$ cat src/rtl/prog_sender.sv
// rtl/prog_sender.sv - streams a zero-terminated program from word memory to a UART, big-endian
//
// Sends SYNC_BYTE, then reads 32-bit words from address 0 upward and sends each
// as four bytes MSB first. A zero word is sent as the terminator and ends the
// transfer. Running off the top of the address space without a terminator ends
// the transfer with err set.
//
// Optional feature macro: PROG_SENDER_WDOG_EN (transmitter handshake watchdog).
//
// Ports:
//   clk        in   system clock, rising edge
//   rst        in   synchronous reset, active-high
//   start      in   one-cycle request to send one program (honoured only when idle)
//   rd_addr    out  word address to program memory
//   rd_data    in   program word, valid one cycle after rd_addr changes
//   tx_data    out  byte to the UART transmitter
//   tx_start   out  one-cycle send strobe to the UART transmitter
//   tx_busy    in   UART transmitter busy
//   busy       out  transfer in progress
//   done       out  one-cycle pulse at end of transfer
//   err        out  sticky overflow/watchdog flag, cleared by the next accepted start
//   word_count out  words fully sent in the current/last transfer

module prog_sender #(
  parameter int          ADDR_W      = 8,
  parameter logic [7:0]  SYNC_BYTE   = 8'hAA,
  parameter int          WDOG_CYCLES = 16384
) (
  input  logic              clk,
  input  logic              rst,
  input  logic              start,
  output logic [ADDR_W-1:0] rd_addr,
  input  logic [31:0]       rd_data,
  output logic [7:0]        tx_data,
  output logic              tx_start,
  input  logic              tx_busy,
  output logic              busy,
  output logic              done,
  output logic              err,
  output logic [ADDR_W:0]   word_count
);

  typedef enum logic [2:0] {
    IDLE, SYNC, FETCH, LATCH, ISSUE, WAIT_HI, WAIT_LO, DONE
  } state_e;

  // A watchdog limit below one cycle cannot be meaningful.
  if (WDOG_CYCLES < 1) begin : g_bad_wdog_cycles
    $error("prog_sender: WDOG_CYCLES must be at least 1");
  end

  state_e              state_q, state_d;
  logic [ADDR_W-1:0]   rd_addr_q, rd_addr_d;
  logic [31:0]         word_q, word_d;
  logic [1:0]          byte_idx_q, byte_idx_d;
  logic                sync_q, sync_d;       // the byte in flight is the sync byte
  logic [7:0]          tx_data_q, tx_data_d;
  logic                err_q, err_d;
  logic [ADDR_W:0]     word_count_q, word_count_d;
  logic [1:0]          byte_idx_nxt;
  logic                wdog_expire;

  assign byte_idx_nxt = byte_idx_q + 2'd1;

`ifdef PROG_SENDER_WDOG_EN
  localparam int WDOG_W = $clog2(WDOG_CYCLES + 1);
  logic [WDOG_W-1:0] wdog_q, wdog_d;

  // Counter is zero on the first cycle of a wait state, so the limit is hit on
  // the WDOG_CYCLES-th cycle spent waiting.
  assign wdog_expire = (wdog_q == WDOG_W'(WDOG_CYCLES - 1));

  always_comb begin
    wdog_d = '0;
    if (state_d == state_q && (state_q == WAIT_HI || state_q == WAIT_LO)) begin
      wdog_d = wdog_q + WDOG_W'(1);
    end
  end

  always_ff @(posedge clk) begin
    if (rst) begin
      wdog_q <= '0;
    end else begin
      wdog_q <= wdog_d;
    end
  end
`else
  assign wdog_expire = 1'b0;
`endif

  always_comb begin
    state_d      = state_q;
    rd_addr_d    = rd_addr_q;
    word_d       = word_q;
    byte_idx_d   = byte_idx_q;
    sync_d       = sync_q;
    tx_data_d    = tx_data_q;
    err_d        = err_q;
    word_count_d = word_count_q;
    tx_start     = 1'b0;

    case (state_q)
      IDLE: begin
        if (start) begin
          state_d      = SYNC;
          err_d        = 1'b0;
          word_count_d = '0;
          rd_addr_d    = '0;
        end
      end
      SYNC: begin
        tx_data_d = SYNC_BYTE;
        sync_d    = 1'b1;
        state_d   = ISSUE;
      end
      FETCH: state_d = LATCH;
      LATCH: begin
        word_d     = rd_data;
        byte_idx_d = 2'd0;
        tx_data_d  = rd_data[31:24];
        state_d    = ISSUE;
      end
      ISSUE: begin
        if (!tx_busy) begin
          tx_start = 1'b1;
          state_d  = WAIT_HI;
        end
      end
      WAIT_HI: begin
        if (tx_busy) begin
          state_d = WAIT_LO;
        end else if (wdog_expire) begin
          err_d   = 1'b1;
          state_d = DONE;
        end
      end
      WAIT_LO: begin
        if (!tx_busy) begin
          if (sync_q) begin
            sync_d  = 1'b0;
            state_d = FETCH;
          end else if (byte_idx_q != 2'd3) begin
            byte_idx_d = byte_idx_nxt;
            case (byte_idx_nxt)
              2'd1:    tx_data_d = word_q[23:16];
              2'd2:    tx_data_d = word_q[15:8];
              default: tx_data_d = word_q[7:0];
            endcase
            state_d = ISSUE;
          end else begin
            word_count_d = word_count_q + (ADDR_W+1)'(1);
            if (word_q == 32'd0) begin
              state_d = DONE;
            end else if (rd_addr_q == {ADDR_W{1'b1}}) begin
              // No terminator fits in the address space.
              err_d   = 1'b1;
              state_d = DONE;
            end else begin
              rd_addr_d = rd_addr_q + ADDR_W'(1);
              state_d   = FETCH;
            end
          end
        end else if (wdog_expire) begin
          err_d   = 1'b1;
          state_d = DONE;
        end
      end
      DONE:    state_d = IDLE;
      default: state_d = IDLE;
    endcase
  end

  always_ff @(posedge clk) begin
    if (rst) begin
      state_q      <= IDLE;
      rd_addr_q    <= '0;
      word_q       <= '0;
      byte_idx_q   <= '0;
      sync_q       <= 1'b0;
      tx_data_q    <= '0;
      err_q        <= 1'b0;
      word_count_q <= '0;
    end else begin
      state_q      <= state_d;
      rd_addr_q    <= rd_addr_d;
      word_q       <= word_d;
      byte_idx_q   <= byte_idx_d;
      sync_q       <= sync_d;
      tx_data_q    <= tx_data_d;
      err_q        <= err_d;
      word_count_q <= word_count_d;
    end
  end

  assign rd_addr    = rd_addr_q;
  assign tx_data    = tx_data_q;
  assign err        = err_q;
  assign word_count = word_count_q;
  assign busy       = (state_q != IDLE) && (state_q != DONE);
  assign done       = (state_q == DONE);

endmodule

$ cat config.mk
export PLATFORM = sky130hd
export DESIGN_NAME = prog_sender
export DESIGN_NICKNAME = d
export VERILOG_FILES = /design/src/rtl/prog_sender.sv
export SDC_FILE = /design/constraint.sdc
export NUM_CORES = 1
export LEC_CHECK = 0
export BUFFER_PORTS_ARGS = -buffer_cell sky130_fd_sc_hd__buf_4
export CORE_MARGIN = 2
export CORE_UTILIZATION = 55
export CTS_BUF_LIST = sky130_fd_sc_hd__clkbuf_2
export CTS_CLUSTER_SIZE = 40
export DETAILED_ROUTE_END_ITERATION = 6
export GPL_ROUTABILITY_DRIVEN = 0
export PLACE_DENSITY = 0.78
export SETUP_SLACK_MARGIN = 0.4
export SLEW_MARGIN = 15
export SYNTH_ARGS = -nofsm -noshare
export SYNTH_HDL_FRONTEND = slang
export SYNTH_SLANG_ARGS = --single-unit
$ cat constraint.sdc
create_clock -name clk -period 3.5 [get_ports clk]
set_clock_uncertainty 0.2 [all_clocks]
set_input_delay 0.175 -clock clk [delete_from_list [all_inputs] [get_ports clk]]
set_output_delay 0.175 -clock clk [all_outputs]
set_load 0.005 [all_outputs]
# Word level (Yosys, flattened, before mapping)
# Cells that the tools add are included.
[op_classes] mux=41 n_addsub=3 reduce_logical=16 n_eq_ne=22
[ops] op="$mux W8" count=9
[ops] op="$mux W9" count=4
[ops] op="$logic_not A32 Y1" count=1
[ops] op="$pmux W8 S2" count=2
[ops] op="$mux W3" count=8
[ops] op="$pmux W8 S3" count=1
[ops] op="$ne A2 B2 Y1 const B" count=11
[ops] op="$pmux W3 S7" count=1
[ops] op="$pmux W9 S2" count=1
[ops] op="$reduce_and A7 Y1" count=2
[ops] op="$eq A3 B3 Y1 const B" count=4
[ops] op="$reduce_and A4 Y1" count=3
[ops] op="$add A9 B1 Y9 const B" count=1
[ops] op="$mux W1" count=9
[ops] op="$add A8 B1 Y8 const B" count=1
[ops] op="$eq A8 B8 Y1 const B" count=1
[ops] op="$eq A3 B2 Y1 const B" count=2
[ops] op="$mux W2" count=3
[ops] op="$reduce_bool A2 Y1" count=3
[ops] op="$reduce_bool A3 Y1" count=2
[ops] op="$reduce_and A5 Y1" count=1
[ops] op="$pmux W1 S2" count=2
[ops] op="$pmux W2 S2" count=1
[ops] op="$eq A3 B1 Y1 const B" count=1
[ops] op="other kinds (8)" count=8
[totals] inputBits=36 regBits=64 wordCells=90 out_inout_bits=29

# Longest topological paths before layout
[depth] ltp_word=7 depth_mapped=8 depth_no_buf=7

# Least setup slack after synthesis
# OpenSTA, ideal clock, no wires.
[synth_path] path_kind="reg-to-reg" startpoint="reg byte_idx_q[0]" endpoint="reg rd_addr_q[3], in the netlist rd_addr[3]" required_ps=3230 synth_period_minus_slack_ps=1907 path_stages_with_launch=8 n_path_buf=2 setup_slack_ps=1593 t_arrival_ps=1637 path_cell_list="dfxtp_1 > ha_1 > clkbuf_1 > o2111a_2 > o32ai_2 > buf_6 > or3_1 > a21oi_1"
[synth_between] elab_chain_len=3
[synth_lines] item="start: declaration" line_no="55" rtl="logic [1:0] byte_idx_q, byte_idx_d;"
[synth_lines] item="start signal: assignment" line_no="187" rtl="byte_idx_q <= byte_idx_d;"
[synth_lines] item="$ne A2 B2 Y1" line_no="142" rtl="end else if (byte_idx_q != 2'd3) begin"
[synth_lines] item="$ne A2 B2 Y1 (no source line)"
[synth_lines] item="$reduce_and A7 Y1 (no source line)"
[synth_lines] item="end signal: assignment" line_no="185" rtl="rd_addr_q <= rd_addr_d;"
[synth_lines] item="end: declaration" line_no="53" rtl="logic [ADDR_W-1:0] rd_addr_q, rd_addr_d;"
# No other way between the ends.
# A chain may end at the register's enable or synchronous reset.

# Final worst setup path
[layout_path] startpoint="reg state_q[0]" endpoint="reg word_q[2]"
[layout_between] elab_chain_len=1
[layout_lines] item="start: declaration" line_no="52" rtl="state_e state_q, state_d;"
[layout_lines] item="start signal: assignment" line_no="184" rtl="state_q <= state_d;"
[layout_lines] item="$eq A3 B2 Y1" line_no="102" rtl="case (state_q)"
[layout_lines] item="end signal: assignment" line_no="186" rtl="word_q <= word_d;"
[layout_lines] item="end: declaration" line_no="54" rtl="logic [31:0] word_q, word_d;"
# No other way between the ends.

==> metrics <==
outcome completed; DRT Wirelength ~8.5 mm; reg-to-reg startpoint state_q[0]; Post-CTS Setup Inserts 0; MaxCap Viol Count 0; Worst Path Max Fanout 33; CP max stage cell dfxtp_1; slowest stage delay, CP slightly above 800 ps; Max Clk Rate around 390 MHz; RSZ-0062 raised after global routing false; via-per-instance ratio between 5 and 6; R2R depth 6; Starting DRT DRC Count roughly 260; Post-CTS Hold Buffers 67; gr ovfl total 0; Initial Utilization roughly 58%; Post-synth ARST share 0%; TNS Setup 0 ps; Mapped Avg Cell Area 7.88 um2; global-route wire length before repair between 10 and 15 mm; Nets 532; Post-DP HPWL between 4 and 5 mm; # diodes 0; fin. max-slew vios 0; synth unique cells 45; Finished Cell Area about 0.0042 mm2; cell chain of the critical path nor2b_1, nand2_1, buf_4, nand2_1, a21oi_1, dlygate4sd3_1; highest metal used met4; shortest period the worst path allows between 2000 and 3000 ps; Clock Latency Late Sink 540 ps; synthesized net count ~420; Slew HR between 40 and 50%; Core ar. slightly above 0.005 mm2; CP most frequent cell nand2_1; Hold WC Path Type reg -> reg; DRC viols 0; fin crit share between 70% and 80%; placed instance area around 0.0034 mm2; Site Rows 26; Pwr per Cell Area a little over 400 mW/mm2; Min Hold Slack ~300 ps; gr usage total ~29%; Hold Crit Endpoint rd_addr[6]; Die Width 77.3 um; Routed WL per cell 15.1 um; total die area 0.00598 mm2; I/O Buffers 64; met3 WL post-DR around 590 um; #FFs+latches synth between 60 and 70; pre-CTS setup slack between 1000 and 1500 ps; initial antenna violation count 0; worst setup path category reg -> reg; final-report hold violation count 0; Final ANT Viol Nets 0; worst path required time approximately 3700 ps; Leakage Power ~1.7 nW; sequential share of the synthesized area ~43%; largest net degree at the start of global routing between 50 and 60; cells after synthesis roughly 380; DRT Pass-1 Iters 5; CTS resizes 0; Clock Sinks 64; number of global-route vias before repair around 3.0k; CTS Buffer Depth 2; peak supply drop 0.000252 V; CP arrival between 2000 and 3000 ps; Synth Warn # 0; WL met2 between 4 and 5 mm; ys flop type dfxtp_1; Via Count between 3k and 4k; FF-to-FF End word_q[2]; Worst setup EP type flop; EDFF count, synth 0; CTS H-tree depth 3; num ports 65; share of layout cells above drive strength 1 ~17%; Root Driver clkbuf_2; final setup fails 0; CTS tree yes; WL met1 approximately 3.7 mm; CTS Buf Count 9; Hold Path Origin rd_addr[6]; CTS clk-pin slew, worst paths roughly 160 ps; Die H approximately 77 um; R2R Setup Slk ~920 ps; Layout area overhead 41.8%; Mapped Area just under 0.003 mm2; Slew @ Worst Pin slightly below 800 ps; Final Total Pwr approximately 1.7 mW; Hold Path Cell Cnt 2; Startpoint Class flop; final setup margin slightly above 900 ps
[kinds of logic (layout without fill, tap and decap cells)]
| group | Yosys count | after routing | share of synthesized area (%) |
|---|---|---|---|
| flops | 64 | 64 | 43.3 |
| compound gates | 102 | 102 | 21.5 |
| buf+inv | 34 | 154 | 4.70 |
| mux | 1 | 1 | 0.381 |
| simple gates | 160 | 160 | 25.3 |
| xor+xnor | 9 | 9 | 2.67 |
| fa+ha+maj | 5 | 5 | 2.12 |
[flip-flops by register name (all words and copies together) (netlist names)]
register	cells
state_q	3
byte_idx_q	2
rd_addr	8
word_count	9
err	1
sync_q	1
tx_data	8
word_q	32
[cell usage after synthesis, drive strengths merged (2+ instances only)]
| master | n | share of area (%) |
|---|---|---|
| a211oi | 2 | 0.51 |
| ha | 5 | 2.1 |
| o211ai | 4 | 1.0 |
| or2 | 3 | 0.63 |
| a21o | 2 | 0.51 |
| buf | 4 | 0.89 |
| inv | 6 | 0.76 |
| xnor2 | 8 | 2.4 |
| nor2 | 28 | 3.6 |
| or3 | 3 | 0.63 |
| o211a | 4 | 1.4 |
| a22o | 9 | 2.7 |
| nand3 | 8 | 1.4 |
| or4 | 4 | 1.0 |
| a21oi | 55 | 9.3 |
| o31ai | 5 | 1.3 |
| o21ai | 13 | 2.2 |
| nand2 | 75 | 9.5 |
| dfxtp | 64 | 43 |
| nor4b | 4 | 1.4 |
| and3b | 2 | 0.59 |
| clkbuf | 24 | 3.0 |
| nand4 | 4 | 0.85 |
| nor2b | 2 | 0.42 |
| nor4 | 12 | 2.5 |
| nor3 | 10 | 1.7 |
[placed cells by master, fill, tap and decap left out, types with 3 or more instances in the layout]
| master | Yosys | layout |
|---|---|---|
| clkinv_2 | 0 | 3 |
| o21ai_0 | 13 | 13 |
| buf_4 | 1 | 66 |
| or3_1 | 3 | 3 |
| o31ai_1 | 5 | 5 |
| dfxtp_1 | 64 | 64 |
| nand2_1 | 75 | 75 |
| ha_1 | 5 | 5 |
| nor2_1 | 28 | 28 |
| nor3_1 | 10 | 10 |
| nand4_1 | 4 | 4 |
| xnor2_1 | 8 | 8 |
| clkbuf_2 | 0 | 10 |
| inv_1 | 6 | 6 |
| dlygate4sd3_1 | 0 | 67 |
| nor4b_1 | 3 | 3 |
| o211ai_1 | 4 | 4 |
| a22o_1 | 9 | 9 |
| nor4_1 | 12 | 12 |
| nand3_1 | 8 | 8 |
| or4_1 | 4 | 4 |
| a21oi_1 | 55 | 55 |
| o211a_1 | 4 | 4 |
[per-layer routing]
metal | vias up | track usage [%]
met3 | 22 | 5.53
met5 | - | 0
met4 | 0 | 11.6
met2 | 146 | 48.3
li1 | 1551 | -
met1 | 1462 | 36.8
[through the flow]
stage / utilization (%) / std cells
after global routing: 81.6 / 565
after detailed placement: 66.6 / 483
final: 81.6 / 565
after CTS: 81.6 / 565
after global placement: 66.6 / 483
after floorplan: - / 375
[final cells by class]
| type | instances | area (um2) |
|---|---|---|
| tap | 70 | 87.6 |
| fill | 356 | 947 |
| clock inverter | 5 | 48.8 |
| inverter | 6 | 22.5 |
| timing repair buffer | 133 | 1170 |
| clock buffer | 10 | 50.0 |
| multi-input combinational | 277 | 1540 |
| sequential | 64 | 1280 |
[where the power goes]
| part | internal (mW) | switching, mW | leakage, nW | total (mW) |
|---|---|---|---|---|
| Clock | 0.158 | 0.270 | 0.0690 | 0.428 |
| Combinational | 0.205 | 0.185 | 1.11 | 0.390 |
| Sequential | 0.784 | 0.0858 | 0.518 | 0.870 |
[critical path: cells and delay by family, from the launching register on]
kind,cells,cell delay (ps)
buf+inv,2,850
flops,1,810
simple gates,3,540
compound gates,1,90
[how the worst max path moves through the flow]
stage / start / endpoint / cells past startpoint
finish: state_q[0] / word_q[2] / 6
global route: state_q[0] / rd_addr[3] / 4
CTS: state_q[0] / word_q[7] / 6
detailed placement: state_q[0] / rd_addr[3] / 4
global placement: state_q[0] / rd_addr[7] / 4
floorplan: byte_idx_q[0] / rd_addr[3] / 7
Note: power is estimated with default switching activity, not from simulation.
